===== config.mk =====
export PLATFORM = sky130hd
export DESIGN_NAME = qvalue_max_select
export DESIGN_NICKNAME = d
export VERILOG_FILES = /design/src/rtl/qvalue_max_select.sv
export SDC_FILE = /design/constraint.sdc
export NUM_CORES = 1
export LEC_CHECK = 0
export CAP_MARGIN = 20
export CORE_ASPECT_RATIO = 0.8
export CORE_MARGIN = 1
export CORE_UTILIZATION = 46
export DETAILED_ROUTE_END_ITERATION = 8
export PLACE_DENSITY = 0.83
export SYNTH_ARGS = -nofsm -noshare
export SYNTH_HDL_FRONTEND = slang
export SYNTH_SLANG_ARGS = --single-unit

===== constraint.sdc =====
create_clock -name clk -period 3.1 [get_ports clk]
set_input_delay 0.465 -clock clk [delete_from_list [all_inputs] [get_ports clk]]
set_output_delay 0.465 -clock clk [all_outputs]
set_load 0.05 [all_outputs]

===== src/rtl/qvalue_max_select.sv =====
// Sequential arg-max over a stream of (neighbour ID, Q-value) entries; the winner is held on a valid/ready output.
// Optional macro QMAX_TIEBREAK_LATEST_EN: on equal Q-values the later entry wins instead of the earlier one.
module qvalue_max_select #(
    parameter int ID_W  = 8,
    parameter int CNT_W = 9
) (
    input  logic             clk,
    input  logic             nrst,
    input  logic             start,
    input  logic             in_valid,
    output logic             in_ready,
    input  logic [15:0]      in_q,
    input  logic [ID_W-1:0]  in_id,
    input  logic             in_last,
    output logic             out_valid,
    input  logic             out_ready,
    output logic [15:0]      out_q,
    output logic [ID_W-1:0]  out_id,
    output logic [CNT_W-1:0] out_count
);

    typedef enum logic [1:0] {
        ST_IDLE = 2'd0,
        ST_SCAN = 2'd1,
        ST_DONE = 2'd2
    } state_t;

    localparam logic [CNT_W-1:0] CNT_MAX = {CNT_W{1'b1}};
    localparam logic [CNT_W-1:0] CNT_ONE = CNT_W'(1);

    state_t            state_q, state_d;
    logic [15:0]       best_val_q, best_val_d;
    logic [ID_W-1:0]   best_id_q, best_id_d;
    logic [CNT_W-1:0]  count_q, count_d;
    logic              first_q, first_d;
    logic              in_ready_q, in_ready_d;
    logic              out_valid_q, out_valid_d;
    logic              accept_s;
    logic              take_s;

    assign accept_s = in_valid && in_ready_q;

`ifdef QMAX_TIEBREAK_LATEST_EN
    assign take_s = first_q || (in_q >= best_val_q);
`else
    assign take_s = first_q || (in_q > best_val_q);
`endif

    // Next-state and datapath update; handshake flags follow the next state so they stay registered.
    always_comb begin
        state_d    = state_q;
        best_val_d = best_val_q;
        best_id_d  = best_id_q;
        count_d    = count_q;
        first_d    = first_q;
        case (state_q)
            ST_IDLE: begin
                if (start) begin
                    state_d    = ST_SCAN;
                    best_val_d = 16'd0;
                    best_id_d  = '0;
                    count_d    = '0;
                    first_d    = 1'b1;
                end else begin
                    state_d = ST_IDLE;
                end
            end
            ST_SCAN: begin
                if (accept_s) begin
                    if (count_q == CNT_MAX) begin
                        count_d = count_q;
                    end else begin
                        count_d = count_q + CNT_ONE;
                    end
                    if (take_s) begin
                        best_val_d = in_q;
                        best_id_d  = in_id;
                    end else begin
                        best_val_d = best_val_q;
                        best_id_d  = best_id_q;
                    end
                    first_d = 1'b0;
                    if (in_last) begin
                        state_d = ST_DONE;
                    end else begin
                        state_d = ST_SCAN;
                    end
                end else begin
                    state_d = ST_SCAN;
                end
            end
            ST_DONE: begin
                if (out_ready) begin
                    state_d = ST_IDLE;
                end else begin
                    state_d = ST_DONE;
                end
            end
            default: begin
                state_d = ST_IDLE;
            end
        endcase
        in_ready_d  = (state_d == ST_SCAN);
        out_valid_d = (state_d == ST_DONE);
    end

    // State and result registers with synchronous active-low reset.
    always_ff @(posedge clk) begin
        if (!nrst) begin
            state_q     <= ST_IDLE;
            best_val_q  <= 16'd0;
            best_id_q   <= '0;
            count_q     <= '0;
            first_q     <= 1'b0;
            in_ready_q  <= 1'b0;
            out_valid_q <= 1'b0;
        end else begin
            state_q     <= state_d;
            best_val_q  <= best_val_d;
            best_id_q   <= best_id_d;
            count_q     <= count_d;
            first_q     <= first_d;
            in_ready_q  <= in_ready_d;
            out_valid_q <= out_valid_d;
        end
    end

    assign in_ready  = in_ready_q;
    assign out_valid = out_valid_q;
    assign out_q     = best_val_q;
    assign out_id    = best_id_q;
    assign out_count = count_q;

endmodule


==> results.sh <==
export IMPL_power_switching_uw=329
export IMPL_worst_setup_path_end_kind="flop"
export IMPL_power_per_standard_cell_area_nw_per_um2=397
export IMPL_asyncSetResetFlopFracSynth_pct=0
export IMPL_report_final_hold_viol_count=0
export IMPL_detailedRoute_firstPassIterationCount=4
export IMPL_worstPathArrival_ns=2.65
export IMPL_final_period_utilization_pct=78.4
export IMPL_synth_top_cell_area_share_pct=36.8
export IMPL_postCtsSetupRepairBufs=0
export IMPL_ctsHoldBuffers=0
export IMPL_seq_area_frac_synth_pct=36.8
export IMPL_buffer_ports_inserted=64
export IMPL_synth_enable_flop_cells=0
export IMPL_yosysTopAreaCell="dfxtp_1"
export IMPL_internal_pwr_total_uw=794
export IMPL_worst_setup_path_category="in2reg"
export IMPL_route_final_wire_length_microns=4570
export IMPL_cts_tree="yes"
export IMPL_cp_required_ns=3.32
export IMPL_insertedDiodeCount=0
export IMPL_design_final_nets=348
export IMPL_worstPathMaxFanout=7
export IMPL_antenna_left=0
export IMPL_setup_viol=0
export IMPL_post_cts_resized=0
export IMPL_numCtsBuffers=5
export IMPL_routed_via_density=5.13
export IMPL_syn_nets=283
export IMPL_fin_util_pct=66.5
export IMPL_globalRouteTotalUtil_pct=20.6
export IMPL_die_area_sq_um=4770
export IMPL_synth_top_cells_by_area="dfxtp_1, mux2i_1, ha_1, nand2_1, inv_1"
export IMPL_power_frac_seq_pct=46.3
export IMPL_postSynth_topFlopCell="dfxtp_1"
export IMPL_power_ir_vdd_worst_uv=223
export IMPL_initial_utilization_pct=48.6
export IMPL_unrepaired_setup_endpoints_after_global_routing="false"
export IMPL_number_of_antenna_violations_at_the_first_check_in_global_routing=0
export IMPL_clock_skew_final_ns=0.00550
export IMPL_clock_path_buffers=2
export IMPL_synthesis_instances=235
export IMPL_floorplan_die_width_microns=77.0
export IMPL_core_region_area_sq_um=4260
export IMPL_wl_per_cell_microns=12.8
export IMPL_first_pass_grt_wire_length_microns=7560
export IMPL_area_growth_syn_to_fin_pct=36.7
export IMPL_clk_latency_ns=0.29
export IMPL_timing_max_transition_violations_final=0
export IMPL_yosys_warnings=0
export IMPL_chipHeight_microns=62.0
export IMPL_run_status="finished, final reports clean"
export IMPL_cts_sinks=38
export IMPL_grt_overflow_total=0
export IMPL_drt_iter0_drc=94
export IMPL_routabilityCongestion=0.786
export IMPL_core_rowCount=21
export IMPL_hold_class="reg2reg"
export IMPL_finalWorstPathRequiredPeriod_ns=2.43
export IMPL_switching_share_pct=29.3
export IMPL_setup_total_negative_slack_ns=0
export IMPL_relSlewSlack_pct=65.0
export IMPL_drc=0
export IMPL_detailroute_via_count=1837
export IMPL_synth_lib_cells_used_distinct=40
export IMPL_clkPwrFrac_pct=32.0
export IMPL_fmax_mhz=412
export IMPL_post_synth_cell_area_avg_sq_um=8.81
export IMPL_post_synth_design_cell_area_sq_um=2070
export IMPL_power_frac_comb_pct=21.8
export IMPL_cts_clk_slew_worst_paths_ns=0.08
export IMPL_number_of_global_route_vias_before_repair=1625
export IMPL_place_hpwl_microns=3350
export IMPL_worstMarginPinSlew_ns=0.523
export IMPL_drv_cap=0
export IMPL_drive_gt1_share_pct=5.98
export IMPL_number_of_h_tree_levels=2
export IMPL_yosys_reg_bits=38
export IMPL_grt_start_max_net_pins=34
export IMPL_pin_count=65
export IMPL_total_leakage_power_uw=0.00109
export IMPL_clock_tree_root_cell="clkbuf_8"
export IMPL_setup_worst_path_start_class="input pin"
==> power by group through the flow <==
| stage | logic [uW] | registers (uW) | clock network [uW] |
|---|---|---|---|
| after global routing | 264 | 522 | 394 |
| final | 245 | 519 | 359 |
| after global placement | 240 | 530 | 0 |
| after detailed placement | 244 | 530 | 0 |
| after CTS | 246 | 519 | 368 |
| after floorplan | 112 | 573 | 0 |
==> Yosys cell counts (3+ instances only) <==
library cell  count
a21oi_1           8
a21boi_0          4
nor2_1            9
nand4_1           6
clkbuf_1          3
inv_1            17
nand2_1          58
o21ai_0           3
ha_1             18
nor2b_1           3
xor2_1            4
dfxtp_1          38
nand3_1           7
nor3_1            3
mux2i_1          24
==> state kept, by name, indices dropped and copies added (netlist names) <==
| signal | count |
|---|---|
| out_count | 9 |
| out_valid | 1 |
| first_q | 1 |
| out_id | 8 |
| in_ready | 1 |
| state_q | 2 |
| out_q | 16 |
==> worst max-delay path, cell delays in order <==
cell and delay, ns:
clkdlybuf4s50_1 0.46, ha_1 0.35, a2111o_1 0.41, a211o_1 0.30, o31ai_4 0.24, buf_4 0.23
mux2i_1 0.19
==> cell usage in the layout, fill, tap and decap left out, drive strengths merged, types with 6 or more instances in the layout <==
master / count
dfxtp: 38
a21oi: 8
nand4: 6
nand2: 58
mux2i: 24
nor2: 9
ha: 18
clkdlybuf4s50: 64
clkbuf: 6
nand3: 7
inv: 17
==> kinds of logic after synthesis <==
group / count (synthesis) / share of synthesized area (%)
and+or+nand+nor: 95 / 21.0
muxes: 24 / 11.6
adders and majority gates: 18 / 10.9
buffers and inverters: 27 / 7.44
DFF: 38 / 36.8
xor gates and xnor gates: 6 / 2.54
AOI/OAI and AO/OA: 27 / 9.79
==> cell type report <==
cell class                      count  area (sq um)
Multi-Input combinational cell    170          1150
Clock inverter                      2          12.5
Sequential cell                    38           761
Inverter                           17          63.8
Clock buffer                        6          82.6
Tap cell                           57          71.3
Timing Repair Buffer               68           683
Fill cell                         361          1430
==> metal layers <==
layer | vias to the layer above | track usage (%) | wire length (microns)
met1 | 845 | 28.5 | 2230
met3 | 6 | 5.40 | 287
met4 | 0 | 8.63 | 53
met2 | 59 | 31.0 | 2000
li1 | 927 | - | -
met5 | - | 0 | 0
==> path summary, 6_finish.rpt <==
check            start         to  slack (ns)  cells past startpoint
max           in_q[15]   out_q[7]        0.67                      7
min          out_id[4]  out_id[4]        0.47                      2
max reg2reg  out_q[15]   out_q[7]        0.96                      7
min reg2reg  out_id[4]  out_id[4]        0.47                      2
==> through the flow <==
stage          area, sq um  total power, uW  worst slack (ns)  hold slack, ns  instances
3_3_place_gp          2730              770             0.416           0.445        350
3_5_place_dp          2730              775             0.384           0.457        350
2_1_floorplan         2070              685             0.569           0.583        235
5_1_grt               2830             1180             0.586           0.479        358
6_report              2830             1120             0.670           0.465        358
4_1_cts               2830             1130             0.685           0.469        358
No activity file was read; power rests on OpenSTA's default activity.
